[src/rtl/multi_channel_sample_voter.sv]
// Multi-channel oversampling bit voter: each channel synchronises its serial line,
// samples the middle of every bit period and issues one voted bit per period.
module multi_channel_sample_voter #(
  parameter int unsigned CHANNELS           = 4,
  parameter int unsigned BAUD_WIDTH         = 16,
  parameter int unsigned MULTI_SAMPLE_WIDTH = 4,
  parameter int unsigned SYNC_STAGES        = 2
) (
  input  logic                          clk,
  input  logic                          rst,
  input  logic [CHANNELS-1:0]           rxd,
  input  logic [CHANNELS-1:0]           rx_enable_n,
  input  logic [BAUD_WIDTH-1:0]         clk_per_baud,
  input  logic [MULTI_SAMPLE_WIDTH-1:0] multi_sample,
  input  logic                          vote_mode,
  output logic [CHANNELS-1:0]           rx_data,
  output logic [CHANNELS-1:0]           rx,
  output logic [CHANNELS-1:0]           rx_glitch
);

  localparam int unsigned BW = BAUD_WIDTH;
  localparam int unsigned MW = MULTI_SAMPLE_WIDTH;
  localparam int unsigned CW = ((BW > MW) ? BW : MW) + 1;

  logic [BW-1:0] p_new_c;
  logic [BW-1:0] s_new_c;
  logic [MW-1:0] m_new_c;
  logic [CW-1:0] p_ext_c;
  logic [CW-1:0] m_raw_c;
  logic [CW-1:0] m_ext_c;

  // Clamped bit period, sample count and centred sample offset, shared by all channels
  always_comb begin
    p_new_c = (clk_per_baud < BW'(2)) ? BW'(2) : clk_per_baud;
    p_ext_c = CW'(p_new_c);
    m_raw_c = (multi_sample == '0) ? CW'(1) : CW'(multi_sample);
    m_ext_c = (m_raw_c > p_ext_c) ? p_ext_c : m_raw_c;
    m_new_c = MW'(m_ext_c);
    s_new_c = BW'((p_ext_c - m_ext_c) >> 1);
  end

  for (genvar g = 0; g < CHANNELS; g++) begin : g_ch
    logic [SYNC_STAGES-1:0] sync_q, sync_d;
    logic                   active_q, active_d;
    logic [BW-1:0]          cnt_q, cnt_d;
    logic [BW-1:0]          p_q, p_d;
    logic [BW-1:0]          s_q, s_d;
    logic [MW-1:0]          m_q, m_d;
    logic [MW-1:0]          smp_q, smp_d;
    logic [MW:0]            ones_q, ones_d;
    logic                   data_q, data_d;
    logic                   rx_q, rx_d;
    logic                   glitch_q, glitch_d;
    logic                   sample_c;
    logic                   bit_end_c;
    logic [MW:0]            ones_tot_c;
    logic [MW+1:0]          twice_c;
    logic [MW+1:0]          m2_c;

    always_ff @(posedge clk or posedge rst) begin
      if (rst) begin
        sync_q   <= '1;
        active_q <= 1'b0;
        cnt_q    <= '0;
        p_q      <= '0;
        s_q      <= '0;
        m_q      <= '0;
        smp_q    <= '0;
        ones_q   <= '0;
        data_q   <= 1'b1;
        rx_q     <= 1'b0;
        glitch_q <= 1'b0;
      end else begin
        sync_q   <= sync_d;
        active_q <= active_d;
        cnt_q    <= cnt_d;
        p_q      <= p_d;
        s_q      <= s_d;
        m_q      <= m_d;
        smp_q    <= smp_d;
        ones_q   <= ones_d;
        data_q   <= data_d;
        rx_q     <= rx_d;
        glitch_q <= glitch_d;
      end
    end

    always_comb begin
      sync_d     = {sync_q[SYNC_STAGES-2:0], rxd[g]};
      active_d   = active_q;
      cnt_d      = cnt_q;
      p_d        = p_q;
      s_d        = s_q;
      m_d        = m_q;
      smp_d      = smp_q;
      ones_d     = ones_q;
      data_d     = data_q;
      rx_d       = 1'b0;
      glitch_d   = 1'b0;
      sample_c   = active_q && (cnt_q >= s_q) && (smp_q < m_q);
      // The final sample may land on the last cycle of the bit, so vote on the running total
      ones_tot_c = ones_q + (MW+1)'(sample_c && sync_q[SYNC_STAGES-1]);
      bit_end_c  = active_q && (cnt_q == (p_q - BW'(1)));
      twice_c    = {ones_tot_c, 1'b0};
      m2_c       = (MW+2)'(m_q);

      if (sample_c) begin
        smp_d  = smp_q + MW'(1);
        ones_d = ones_tot_c;
      end

      // A strobe already due is issued even if the enable drops on this edge
      if (bit_end_c) begin
        rx_d     = 1'b1;
        glitch_d = (ones_tot_c != '0) && (ones_tot_c != (MW+1)'(m_q));
        if (vote_mode) begin
          if (ones_tot_c == (MW+1)'(m_q)) begin
            data_d = 1'b1;
          end else if (ones_tot_c == '0) begin
            data_d = 1'b0;
          end
        end else begin
          if (twice_c > m2_c) begin
            data_d = 1'b1;
          end else if (twice_c < m2_c) begin
            data_d = 1'b0;
          end
        end
      end

      if (rx_enable_n[g]) begin
        active_d = 1'b0;
        cnt_d    = '0;
        smp_d    = '0;
        ones_d   = '0;
      end else if (!active_q || bit_end_c) begin
        active_d = 1'b1;
        cnt_d    = '0;
        smp_d    = '0;
        ones_d   = '0;
        p_d      = p_new_c;
        m_d      = m_new_c;
        s_d      = s_new_c;
      end else begin
        cnt_d = cnt_q + BW'(1);
      end
    end

    assign rx_data[g]   = data_q;
    assign rx[g]        = rx_q;
    assign rx_glitch[g] = glitch_q;
  end

endmodule
[config.mk]
export PLATFORM = sky130hd
export DESIGN_NAME = multi_channel_sample_voter
export DESIGN_NICKNAME = d
export VERILOG_FILES = /design/src/rtl/multi_channel_sample_voter.sv
export SDC_FILE = /design/constraint.sdc
export NUM_CORES = 1
export LEC_CHECK = 0
export ABC_AREA = 1
export CAP_MARGIN = 20
export CORE_UTILIZATION = 49
export DETAILED_ROUTE_END_ITERATION = 10
export PLACE_DENSITY = 0.65
export SLEW_MARGIN = 25
export SYNTH_ARGS = -nofsm -noshare
export SYNTH_HDL_FRONTEND = slang
export SYNTH_SLANG_ARGS = --single-unit
[constraint.sdc]
create_clock -name clk -period 20.3 [get_ports clk]
set_clock_uncertainty 0.2 [all_clocks]
set_input_delay 4.06 -clock clk [delete_from_list [all_inputs] [get_ports clk]]
set_output_delay 4.06 -clock clk [all_outputs]
set_load 0.02 [all_outputs]
After elaboration in Yosys (flattened, before gate mapping)
Cells that the tools add are included.
- bits in registers: 268
- input bits: 31
- output and inout port bits: 12
- add/sub/neg operators: 17
- order comparisons: 18
- equal/unequal tests: 16
- muxes and demuxes: 71
- bitwise operators: 4
- reductions and logical operators: 57
- operators with widths (cell ; number):
    16-bit two-way mux ; 10
    16-bit by 1-bit adder with 16-bit output (second input constant) ; 4
    16-bit == test ; 4
    16-bit greater-or-equal comparator ; 4
    16-bit by 1-bit subtractor with 16-bit output (second input constant) ; 4
    5-bit two-way mux ; 12
    4-bit two-way mux ; 13
    1-bit two-way mux ; 36
    6-bit by 4-bit greater-than comparator with 1-bit output ; 4
    6-bit by 4-bit < comparator with 1-bit output ; 4
    3-bit nonzero test ; 8
    5-bit by 1-bit adder with 5-bit output ; 4
    5-bit by 4-bit == test with 1-bit output ; 4
    1-bit logical AND ; 20
    5-bit zero test ; 4
    5-bit by 4-bit inequality test with 1-bit output ; 4
    5-bit nonzero test ; 4
    16-bit by 16-bit subtractor with 17-bit output ; 1
    4-bit by 1-bit adder with 4-bit output (second input constant) ; 4
    4-bit by 16-bit greater-than comparator with 1-bit output ; 1
    16-bit by 2-bit < comparator with 1-bit output (second input constant) ; 1
    4-bit < comparator ; 4
    3-bit by 1-bit inequality test with 1-bit output (second input constant) ; 4
    3-bit AND reduction ; 4
    other kinds (6) ; 21

Longest topological paths before layout
Gate-level depths: netlist (run 1).
- word-level depth: 9
- mapped depth: 28
- mapped depth without buffers: 27

Least setup slack after synthesis (run 1)
OpenSTA, ideal clock, no wires.
- path type: input port to flip-flop
- from: input clk_per_baud[8]
- to: register g_ch[1].s_q[14]
- arrival time: 7458 ps
- slack: 12524 ps
- stages: 23
- path through: buf_2 -> nor2_1 -> nand2_1 -> nor2_2 -> a31oi_1 -> ha_1 -> inv_1 -> o21bai_1 -> nand2_1 -> nand2_1 -> nand4_1 -> o21ai_0 -> inv_1 -> ha_1 -> nand2_1 -> nand2_1 -> a211oi_1 -> a21boi_0 -> nand3_1 -> nand2_1 -> nand2_1 -> nand3_1 -> nand2_1
- longest elaborated chain between the ends: 5
- ends and longest elaborated chain (what ; line ; text):
    from (decl) ; 13 ; input logic [BAUD_WIDTH-1:0] clk_per_baud,
    16-bit by 2-bit < comparator with 1-bit output ; 34 ; p_new_c = (clk_per_baud < BW'(2)) ? BW'(2) : clk_per_baud;
    16-bit two-way mux * ; 34 ;
    4-bit by 16-bit greater-than comparator with 1-bit output ; 37 ; m_ext_c = (m_raw_c > p_ext_c) ? p_ext_c : m_raw_c;
    16-bit two-way mux ; 37 ;
    16-bit by 16-bit subtractor with 17-bit output * ; 39 ; s_new_c = BW'((p_ext_c - m_ext_c) >> 1);
    to (signal assigned) ; 66 ; s_q <= '0;
    to (signal assigned) ; 78 ; s_q <= s_d;
    to (decl) ; 47 ; logic [BW-1:0] s_q, s_d;
Mark *: on every way between the ends. The rest lies on a longest branch, timed or not.
A chain may end at the register's enable or synchronous reset.

Worst setup path in the final report (run 1)
- from: input clk_per_baud[4]
- to: register g_ch[0].s_q[10]
- longest elaborated chain between the ends: 5
- ends and longest elaborated chain (what ; line):
    16-bit by 2-bit < comparator with 1-bit output ; 34
    16-bit two-way mux * ; 34
    4-bit by 16-bit greater-than comparator with 1-bit output ; 37
    16-bit two-way mux ; 37
    16-bit by 16-bit subtractor with 17-bit output * ; 39
    to (signal assigned) ; 66
    to (signal assigned) ; 78
    to (decl) ; 47
Marks and branches as above.

==> impl_metrics.env, run 1 <==
export IMPL_status="complete, no violations"
export IMPL_cts_hold_fix_buffers=0
export IMPL_wl_met1_um=22400
export IMPL_power_share_clock=0.416
export IMPL_fmax_mhz=113
export IMPL_highest_signal_layer="met4"
export IMPL_synth_nets=2511
export IMPL_ff2ff_path_depth=21
export IMPL_endpoint_kind="flip-flop"
export IMPL_r2r_start="g_ch[2].cnt_q[14]"
export IMPL_drc=0
export IMPL_die_h_um=191
export IMPL_cts_tree="yes"
export IMPL_place_hpwl_um=35700
export IMPL_core_um2=34800
export IMPL_final_hold_viol_count=0
export IMPL_synth_area_um2=17500
export IMPL_seqPwrFrac=0.410
export IMPL_initial_core_util=0.502
export IMPL_final_cell_mix="nand2_1, inv_1, dfrtp_1"
export IMPL_grt_usage=0.269
export IMPL_io_pins=43
export IMPL_reg2reg_slack_ns=16.23
export IMPL_crit_path_start_kind="input port"
export IMPL_tns_ns=0
export IMPL_drt_iter0_drc=1070
export IMPL_clk_path_buf_depth=3
export IMPL_portBuffers=42
export IMPL_fill_cells=3285
export IMPL_cap_violations=0
export IMPL_p_total_mw=1.53
export IMPL_crit_path_start="clk_per_baud[4]"
export IMPL_power_switching_uw=461
export IMPL_pwr_share_comb=0.174
export IMPL_p_leak_nw=9.86
export IMPL_synth_top_cell_area_share=0.367
export IMPL_syn_inst=2364
export IMPL_area_growth_pct=10.6
export IMPL_final_period_utilization=0.436
export IMPL_ys_top_cells_by_area="dfrtp_1, nand2_1, ha_1"
export IMPL_layout_commonest_cell="nand2_1"
export IMPL_grt_max_degree=136
export IMPL_crit_type="in2reg"
export IMPL_ir_worst_vdd_mv=0.0767
export IMPL_routed_wl_um=47600
export IMPL_sw_frac_of_total=0.302
export IMPL_intPower_mw=1.06
export IMPL_grt_pass1_vias=14400
export IMPL_wl_met3_um=2450
export IMPL_grt_overflow_total=0
export IMPL_p_per_area_nw_per_um2=78.9
export IMPL_post_cts_resized=0
export IMPL_ys_types=46
export IMPL_clk_pin_slew_ns=0.06
export IMPL_crit_end="g_ch[0].s_q[10]"
export IMPL_crit_chain="clkdlybuf4s50_1, inv_1, nand2_1, nor3_1, a31oi_1, ha_1, inv_1, o21bai_1, nand2_1, nand2_1, nand4_1, o21ai_0, inv_1, ha_1, nand2_1, nand2_1, a211oi_1, nand2_1, nor2_1, nand3_1, nand2_1, nand3_1, nand2_1"
export IMPL_yosysTopAreaCell="dfrtp_1"
export IMPL_placementRows=68
export IMPL_slowest_stage="clkdlybuf4s50_1"
export IMPL_insertedDiodeCount=0
export IMPL_synth_ff_type="dfrtp_1"
export IMPL_post_cts_buffers=0
export IMPL_viasPerCell=5.27
export IMPL_rsz0062_at_grt="false"
export IMPL_r2r_end="g_ch[2].data_q"
export IMPL_ys_seq_elements=268
export IMPL_synthArstFlopShare=1.00
export IMPL_cts_sinks=268
export IMPL_finalSetupViolations=0
export IMPL_grt_pass1_wl_um=76900
export IMPL_hold_class="reg2reg"
export IMPL_cts_buffers=34
export IMPL_period_minus_slack_ns=8.84
export IMPL_firstDrtPassIters=5
export IMPL_antenna_found_initial=0
export IMPL_crit_top_cell="nand2_1"
export IMPL_drt_wirelength_per_cell_um=16.6
export IMPL_place_congestion=0.926
export IMPL_worst_pin_slew_ns=0.861
export IMPL_crit_required_ns=20.56
export IMPL_crit_fanout=9
export IMPL_drv_slew=0
export IMPL_die_area_um2=36400
export IMPL_yosysWarnings=0
export IMPL_cpPeakStageDelay_ns=0.55
export IMPL_yosysSeqAreaShare=0.385
export IMPL_clock_root_buffer="clkbuf_16"
export IMPL_postRouteAntennaNets=0
export IMPL_cp_arrival_ns=9.10
export IMPL_clk_latency_ns=0.52
export IMPL_via_count=15100
export IMPL_drive_gt1_frac=0.0605
export IMPL_avgSynthCellArea_um2=7.39
export IMPL_cts_htree_levels=2
export IMPL_die_w_um=191
export IMPL_relSlewSlack=0.424
export IMPL_synth_edf_count=0
export IMPL_nets=2535
export IMPL_dr_wl_met2_um=21400
==> flip-flops by register name (all words and copies together), names as in the netlist <==
signal and flops:
g_ch.glitch_q 4, g_ch.cnt_q 64, g_ch.sync_q 8, g_ch.s_q 64
g_ch.data_q 4, g_ch.ones_q 20, g_ch.p_q 64, g_ch.m_q 16
g_ch.active_q 4, g_ch.smp_q 16, g_ch.rx_q 4
==> area by class of cell <==
cell class	instances	area (um^2)	share of cell area
Sequential cell	268	6720	0.348
Tap cell	455	569	0.0295
Clock buffer	51	1010	0.0522
Clock inverter	10	166	0.00861
Timing Repair Buffer	50	484	0.0251
Multi-Input combinational cell	1723	9190	0.476
Inverter	311	1180	0.0611
==> synth_stat cells, types with 7 or more instances <==
cell type  number
dfstp_2        12
clkbuf_1       18
buf_6          11
buf_4          13
nand4_1        49
xnor2_1        37
nor2_1        235
nand2_2        13
dfrtp_1       256
o21ai_2        23
nor2_2         14
inv_1         305
o21ai_1        16
nand3_1       181
xor2_1         75
a21oi_1        73
nor2_4          7
o21ai_0        86
ha_1          115
nor3_1         42
buf_2          20
nand2_1       699
nand3b_1        9
==> power by group through the flow <==
stage | clock (mW) | combinational, mW | sequential [mW]
after detailed placement | 0 | 0.263 | 0.632
final | 0.635 | 0.266 | 0.625
after CTS | 0.647 | 0.266 | 0.624
after global routing | 0.669 | 0.305 | 0.629
after global placement | 0 | 0.257 | 0.633
after floorplan | 0 | 0.204 | 0.611
==> layer usage <==
metal / vias up / GRT usage
li1: 7570 / -
met1: 7111 / 0.380
met2: 344 / 0.428
met3: 81 / 0.0370
met4: 0 / 0.0809
met5: - / 0
==> worst min-delay path by stage <==
stage                 startpoint  slack (ns)                end  cells after the start
2_1_floorplan  g_ch[0].sync_q[0]        0.15  g_ch[0].sync_q[1]                      0
3_3_place_gp   g_ch[3].sync_q[0]        0.15  g_ch[3].sync_q[1]                      0
3_5_place_dp   g_ch[3].sync_q[0]        0.15  g_ch[3].sync_q[1]                      0
4_1_cts        g_ch[3].sync_q[0]        0.15  g_ch[3].sync_q[1]                      0
5_1_grt        g_ch[2].sync_q[0]        0.16  g_ch[2].sync_q[1]                      0
6_report       g_ch[3].sync_q[0]        0.15  g_ch[3].sync_q[1]                      0
==> through the flow <==
step	worst slack, ns	std cells	util	hold WS [ns]	area [um^2]
finish	11.46	2868	0.555	0.154	19300
CTS	11.55	2868	0.555	0.155	19300
global placement	11.09	2807	0.521	0.146	18100
detailed placement	11.03	2807	0.521	0.147	18100
floorplan	8.68	2364	-	0.145	17500
global route	10.93	2868	0.555	0.158	19300
==> worst max-delay path, delay by kind of cell <==
kind	cells	cell delay, ns
fa+ha+maj	2	0.74
compound gates	4	1.39
buf+inv	4	0.94
simple gates	13	1.95
==> logic make-up (layout without fill, tap and decap cells) <==
| group | count (synthesis) | after routing | synth area share |
|---|---|---|---|
| simple gates | 1265 | 1265 | 0.308 |
| buf+inv | 373 | 422 | 0.0891 |
| flops | 268 | 268 | 0.385 |
| compound gates | 227 | 227 | 0.0753 |
| xor+xnor | 115 | 115 | 0.0597 |
| fa+ha+maj | 116 | 116 | 0.0835 |
(Power assumes the default switching activity.)
==> run 2, diff against run 1 <==
--- a/config.mk
+++ b/config.mk
@@ -9,7 +9,7 @@
 export CAP_MARGIN = 20
 export CORE_UTILIZATION = 49
 export DETAILED_ROUTE_END_ITERATION = 10
-export PLACE_DENSITY = 0.65
+export PLACE_DENSITY = 0.68
 export SLEW_MARGIN = 25
 export SYNTH_ARGS = -nofsm -noshare
 export SYNTH_HDL_FRONTEND = slang
==> constraint.sdc (replaced) <==
create_clock -name clk -period 7.56 [get_ports clk]
set_clock_uncertainty 0.2 [all_clocks]
set_input_delay 1.512 -clock clk [delete_from_list [all_inputs] [get_ports clk]]
set_output_delay 1.512 -clock clk [all_outputs]
set_load 0.02 [all_outputs]
==> run 2 against run 1 <==
Against the previous run: cell area shrank 0.91%; via count is essentially flat; core utilization decreased by 0.51 points; total power increased to 2.5 times the previous value; combinational power grew to 2.7 times the previous value; clock power increased by 130%; critical path type unchanged; critical endpoint is now g_ch[1].s_q[14]; largest cell class unchanged.
==> impl_metrics.env, run 2 (synthesis results as in run 1) <==
export IMPL_status="complete, no violations"
export IMPL_insertedDiodeCount=0
export IMPL_grt_overflow_total=0
export IMPL_relSlewSlack=0.343
export IMPL_post_cts_resized=0
export IMPL_crit_end="g_ch[1].s_q[14]"
export IMPL_hold_class="reg2reg"
export IMPL_p_total_mw=3.86
export IMPL_area_growth_pct=9.59
export IMPL_rsz0062_at_grt="false"
export IMPL_post_cts_buffers=0
export IMPL_die_h_um=191
export IMPL_p_leak_nw=9.77
export IMPL_grt_pass1_vias=14200
export IMPL_cts_htree_levels=1
export IMPL_largestRegisters="g_ch.cnt_q (64), g_ch.p_q (64), g_ch.s_q (64)"
export IMPL_postRouteAntennaNets=0
export IMPL_cts_buffers=31
export IMPL_cap_violations=0
export IMPL_place_hpwl_um=35000
export IMPL_crit_required_ns=7.81
export IMPL_clk_latency_ns=0.58
export IMPL_final_cell_mix="nand2_1, inv_1, dfrtp_1"
export IMPL_place_congestion=0.910
export IMPL_r2r_start="g_ch[3].cnt_q[13]"
export IMPL_period_minus_slack_ns=6.16
export IMPL_portBuffers=42
export IMPL_drc=0
export IMPL_layout_commonest_cell="nand2_1"
export IMPL_tns_ns=0
export IMPL_finalSetupViolations=0
export IMPL_cts_hold_fix_buffers=0
export IMPL_drt_iter0_drc=1024
export IMPL_final_hold_viol_count=0
export IMPL_routed_wl_um=46300
export IMPL_io_pins=43
export IMPL_placementRows=68
export IMPL_clk_path_buf_depth=3
export IMPL_initial_core_util=0.502
export IMPL_via_count=15100
export IMPL_firstDrtPassIters=6
export IMPL_final_period_utilization=0.815
export IMPL_worst_pin_slew_ns=0.986
export IMPL_grt_pass1_wl_um=75100
export IMPL_antenna_found_initial=0
export IMPL_ir_worst_vdd_mv=0.164
export IMPL_core_um2=34800
export IMPL_die_w_um=191
export IMPL_crit_type="in2reg"
export IMPL_dp_slack_ns=0.915
export IMPL_grt_max_degree=170
export IMPL_viasPerCell=5.28
export IMPL_crit_path_start="clk_per_baud[5]"
export IMPL_drive_gt1_frac=0.0607
export IMPL_grt_usage=0.261
export IMPL_reg2reg_slack_ns=3.46
export IMPL_finalNonFillerCells=2862
export IMPL_fmax_mhz=162
export IMPL_cts_sinks=268
export IMPL_crit_path_start_kind="input port"
export IMPL_drt_wirelength_per_cell_um=16.2
export IMPL_clock_root_buffer="clkbuf_16"
export IMPL_cp_arrival_ns=6.41
export IMPL_cts_tree="yes"
export IMPL_p_per_area_nw_per_um2=202
export IMPL_crit_fanout=9
export IMPL_drv_slew=0
export IMPL_ff2ff_path_depth=21
export IMPL_fin_ws_ns=1.40
export IMPL_endpoint_kind="flip-flop"
export IMPL_die_area_um2=36400
export IMPL_dp_cells=2808
export IMPL_r2r_end="g_ch[3].data_q"
export IMPL_nets=2533
export IMPL_clk_pin_slew_ns=0.06
-- run 2: changes by cell type in the layout (fill, tap and decap cells not counted) --
cell,before,now
buf_6,1,0
buf_4,7,8
clkbuf_8,3,8
clkbuf_1,11,5
clkinvlp_4,1,4
inv_8,1,0
clkbuf_16,37,31
inv_6,0,1
bufinv_16,4,1
clkinv_2,2,5
buf_12,0,1
clkinv_4,2,0
clkinv_8,1,0
-- run 2: how the worst min path moves through the flow --
stage                       from           endpoint  slack, ns  depth (start not counted)
2_1_floorplan  g_ch[0].sync_q[0]  g_ch[0].sync_q[1]       0.15                          0
3_3_place_gp   g_ch[2].sync_q[0]  g_ch[2].sync_q[1]       0.15                          0
3_5_place_dp   g_ch[1].sync_q[0]  g_ch[1].sync_q[1]       0.15                          0
4_1_cts        g_ch[1].sync_q[0]  g_ch[1].sync_q[1]       0.16                          0
5_1_grt        g_ch[0].sync_q[0]  g_ch[0].sync_q[1]       0.16                          0
6_report       g_ch[1].sync_q[0]  g_ch[1].sync_q[1]       0.15                          0
-- run 2: stage by stage --
step	util	hold WS, ns	area (um^2)
3_3_place_gp	0.522	0.145	18200
4_1_cts	0.550	0.156	19100
3_5_place_dp	0.522	0.147	18200
2_1_floorplan	-	0.145	17500
5_1_grt	0.550	0.162	19100
6_report	0.550	0.154	19100
-- run 2: final cells by class --
cell class,instances,area (um^2)
Clock inverter,10,86.3
Multi-Input combinational cell,1723,9190
Clock buffer,44,905
Fill cell,3333,15700
Tap cell,455,569
Sequential cell,268,6720
Timing Repair Buffer,51,500
Inverter,311,1170
-- run 2: metal layers --
metal | track usage | wire length [um]
met4 | 0.0628 | 1080
met2 | 0.425 | 21000
met5 | 0 | 0
met3 | 0.0361 | 2520
met1 | 0.367 | 21700
-- run 2: report_power, final --
| part | total (mW) | switching, mW | internal [mW] |
|---|---|---|---|
| Clock | 1.47 | 0.615 | 0.858 |
| Combinational | 0.712 | 0.461 | 0.251 |
| Sequential | 1.67 | 0.131 | 1.54 |
-- run 2: worst max-delay path: stages --
cell             delay (ns)
clkdlybuf4s50_1        0.57
inv_1                  0.19
nand2_1                0.07
nor3_1                 0.34
a31oi_1                0.27
ha_1                   0.37
inv_1                  0.05
o21bai_1               0.11
nand2_1                0.06
nand2_1                0.05
nand4_1                0.28
o21ai_0                0.43
inv_1                  0.17
ha_1                   0.36
nand2_1                0.09
nand2_1                0.06
a211oi_1               0.57
a21boi_0               0.38
nand3_1                0.12
nand2_1                0.08
nand2_1                0.12
nand3_1                0.10
nand2_1                0.07
==> run 3, diff against run 2 <==
--- a/config.mk
+++ b/config.mk
@@ -9,7 +9,7 @@
 export CAP_MARGIN = 20
 export CORE_UTILIZATION = 49
 export DETAILED_ROUTE_END_ITERATION = 10
-export PLACE_DENSITY = 0.68
+export PLACE_DENSITY = 0.65
 export SLEW_MARGIN = 25
 export SYNTH_ARGS = -nofsm -noshare
 export SYNTH_HDL_FRONTEND = slang
==> constraint.sdc (replaced) <==
create_clock -name clk -period 6.5 [get_ports clk]
set_clock_uncertainty 0.2 [all_clocks]
set_input_delay 1.3 -clock clk [delete_from_list [all_inputs] [get_ports clk]]
set_output_delay 1.3 -clock clk [all_outputs]
set_load 0.02 [all_outputs]
==> run 3 against run 2 <==
Against the previous run: core utilization rose by 0.40 points; global-route usage rose by 1.0 points; sequential power rose by 17%; critical path depth rose by 1; clock power rose by 21%; total power rose by 18%; die area did not move; cell count rose by 0.59%; register-to-register slack got worse by 1.1 ns; hold slack improved by 0.00082 ns.
==> impl_metrics.env, run 3 (synthesis results as in run 1) <==
export IMPL_io_pins=43
export IMPL_cts_htree_levels=1
export IMPL_relSlewSlack=0.441
export IMPL_tns_ns=0
export IMPL_initial_core_util=0.502
export IMPL_die_h_um=191
export IMPL_drive_gt1_frac=0.0668
export IMPL_met1_usage=0.387
export IMPL_fmax_mhz=173
export IMPL_cts_tree="yes"
export IMPL_drc=0
export IMPL_crit_required_ns=6.77
export IMPL_post_cts_buffers=0
export IMPL_fin_hold_ws_ns=0.155
export IMPL_grt_pass1_vias=14500
export IMPL_final_hold_viol_count=0
export IMPL_insertedDiodeCount=0
export IMPL_area_growth_pct=10.4
export IMPL_p_per_area_nw_per_um2=237
export IMPL_cap_violations=0
export IMPL_antenna_found_initial=0
export IMPL_viasPerCell=5.26
export IMPL_period_minus_slack_ns=5.78
export IMPL_portBuffers=42
export IMPL_clk_pin_slew_ns=0.06
export IMPL_pwr_share_comb=0.182
export IMPL_cts_sinks=268
export IMPL_power_share_clock=0.390
export IMPL_place_hpwl_um=36300
export IMPL_final_cell_mix="nand2_1, inv_1, dfrtp_1"
export IMPL_placementRows=68
export IMPL_rsz0062_at_grt="false"
export IMPL_drv_slew=0
export IMPL_intPower_mw=3.13
export IMPL_worst_pin_slew_ns=0.836
export IMPL_firstDrtPassIters=6
export IMPL_die_area_um2=36400
export IMPL_crit_fanout=9
export IMPL_grt_pass1_wl_um=78000
export IMPL_grt_util_met3=0.0322
export IMPL_use_met2=0.433
export IMPL_clk_path_buf_depth=3
export IMPL_clock_root_buffer="clkbuf_16"
export IMPL_status="complete, no violations"
export IMPL_nets=2546
export IMPL_clk_latency_ns=0.60
export IMPL_multiInputGateArea_um2=9200
export IMPL_ir_worst_vdd_mv=0.229
export IMPL_finalSetupViolations=0
export IMPL_grt_max_degree=117
export IMPL_hold_class="reg2reg"
export IMPL_p_leak_nw=9.87
export IMPL_seqPwrFrac=0.428
export IMPL_sw_frac_of_total=0.316
export IMPL_core_um2=34800
export IMPL_via_count=15200
export IMPL_grt_usage=0.272
export IMPL_layout_commonest_cell="nand2_1"
export IMPL_cts_buffers=31
export IMPL_grt_overflow_total=0
export IMPL_endpoint_kind="flip-flop"
export IMPL_drt_iter0_drc=943
export IMPL_fill_cells=3290
export IMPL_crit_type="in2reg"
export IMPL_regArea_um2=6720
export IMPL_largestRegisters="g_ch.cnt_q (64), g_ch.p_q (64), g_ch.s_q (64)"
export IMPL_drt_wirelength_per_cell_um=16.6
export IMPL_grt_busiest_layer="met2"
export IMPL_cts_hold_fix_buffers=0
export IMPL_final_period_utilization=0.889
export IMPL_cp_arrival_ns=6.05
export IMPL_crit_path_start_kind="input port"
export IMPL_post_cts_resized=0
export IMPL_p_total_mw=4.57
export IMPL_postRouteAntennaNets=0
export IMPL_routed_wl_um=47900
export IMPL_place_congestion=0.945
export IMPL_power_switching_mw=1.44
export IMPL_die_w_um=191
## run 3: cell types whose count changed in the layout (fill, tap and decap cells not counted), sizes merged
cell,delta
buf,+13
clkinvlp,-1
bufinv,+1
clkinv,+4
## run 3: per-stage QoR
step	setup slack, ns	instance area [um^2]	std cells	util
after global routing	0.297	19300	2879	0.554
final	0.720	19300	2879	0.554
after floorplan	1.47	17500	2364	-
after global placement	0.374	18300	2821	0.525
after detailed placement	0.247	18300	2821	0.525
after CTS	0.849	19300	2879	0.554
## run 3: worst paths after layout
| check | cells after the start | end | from | slack (ns) |
|---|---|---|---|---|
| max | 24 | g_ch[1].s_q[14] | clk_per_baud[9] | 0.72 |
| min | 0 | g_ch[2].sync_q[1] | g_ch[2].sync_q[0] | 0.15 |
| max reg2reg | 22 | g_ch[3].data_q | g_ch[3].s_q[13] | 2.40 |
| min reg2reg | 0 | g_ch[2].sync_q[1] | g_ch[2].sync_q[0] | 0.15 |
| max in group asynchronous | 3 | g_ch[1].rx_q | rst | 4.25 |
| min in group asynchronous | 2 | g_ch[2].smp_q[2] | rst | 0.80 |
## run 3: critical path, stage by stage
cell             delay, ns
clkdlybuf4s50_1       0.53
nor2_1                0.33
nand2_1               0.12
nor2_2                0.22
nand3_1               0.11
nand2_1               0.17
inv_1                 0.12
ha_1                  0.21
o21bai_1              0.13
nand2_1               0.06
nand2_1               0.05
nand4_1               0.26
o21ai_0               0.33
inv_1                 0.15
ha_1                  0.35
nand2_1               0.09
nand2_1               0.05
a211oi_1              0.56
a21boi_0              0.44
nand3_1               0.12
nand2_1               0.08
nand2_1               0.10
nand3_1               0.09
nand2_1               0.07
## run 3: cell type report
cell class,instances,area share
sequential,268,0.349
clock buffer,44,0.0464
clock inverter,14,0.00688
timing repair buffer,64,0.0310
tap,455,0.0295
inverter,311,0.0607
multi-input combinational,1723,0.477
## run 3: per-layer routing
layer | vias up | wire, um
met5 | - | 0
met4 | 0 | 1340
met3 | 71 | 2480
met2 | 346 | 21500
met1 | 7160 | 22600
li1 | 7574 | -
## run 3: power groups by stage
stage	Clock (mW)	Combinational (mW)	Sequential, mW
global route	1.87	0.962	1.97
finish	1.78	0.833	1.96
global placement	0	0.809	1.98
detailed placement	0	0.828	1.98
floorplan	0	0.637	1.91
CTS	1.81	0.833	1.95
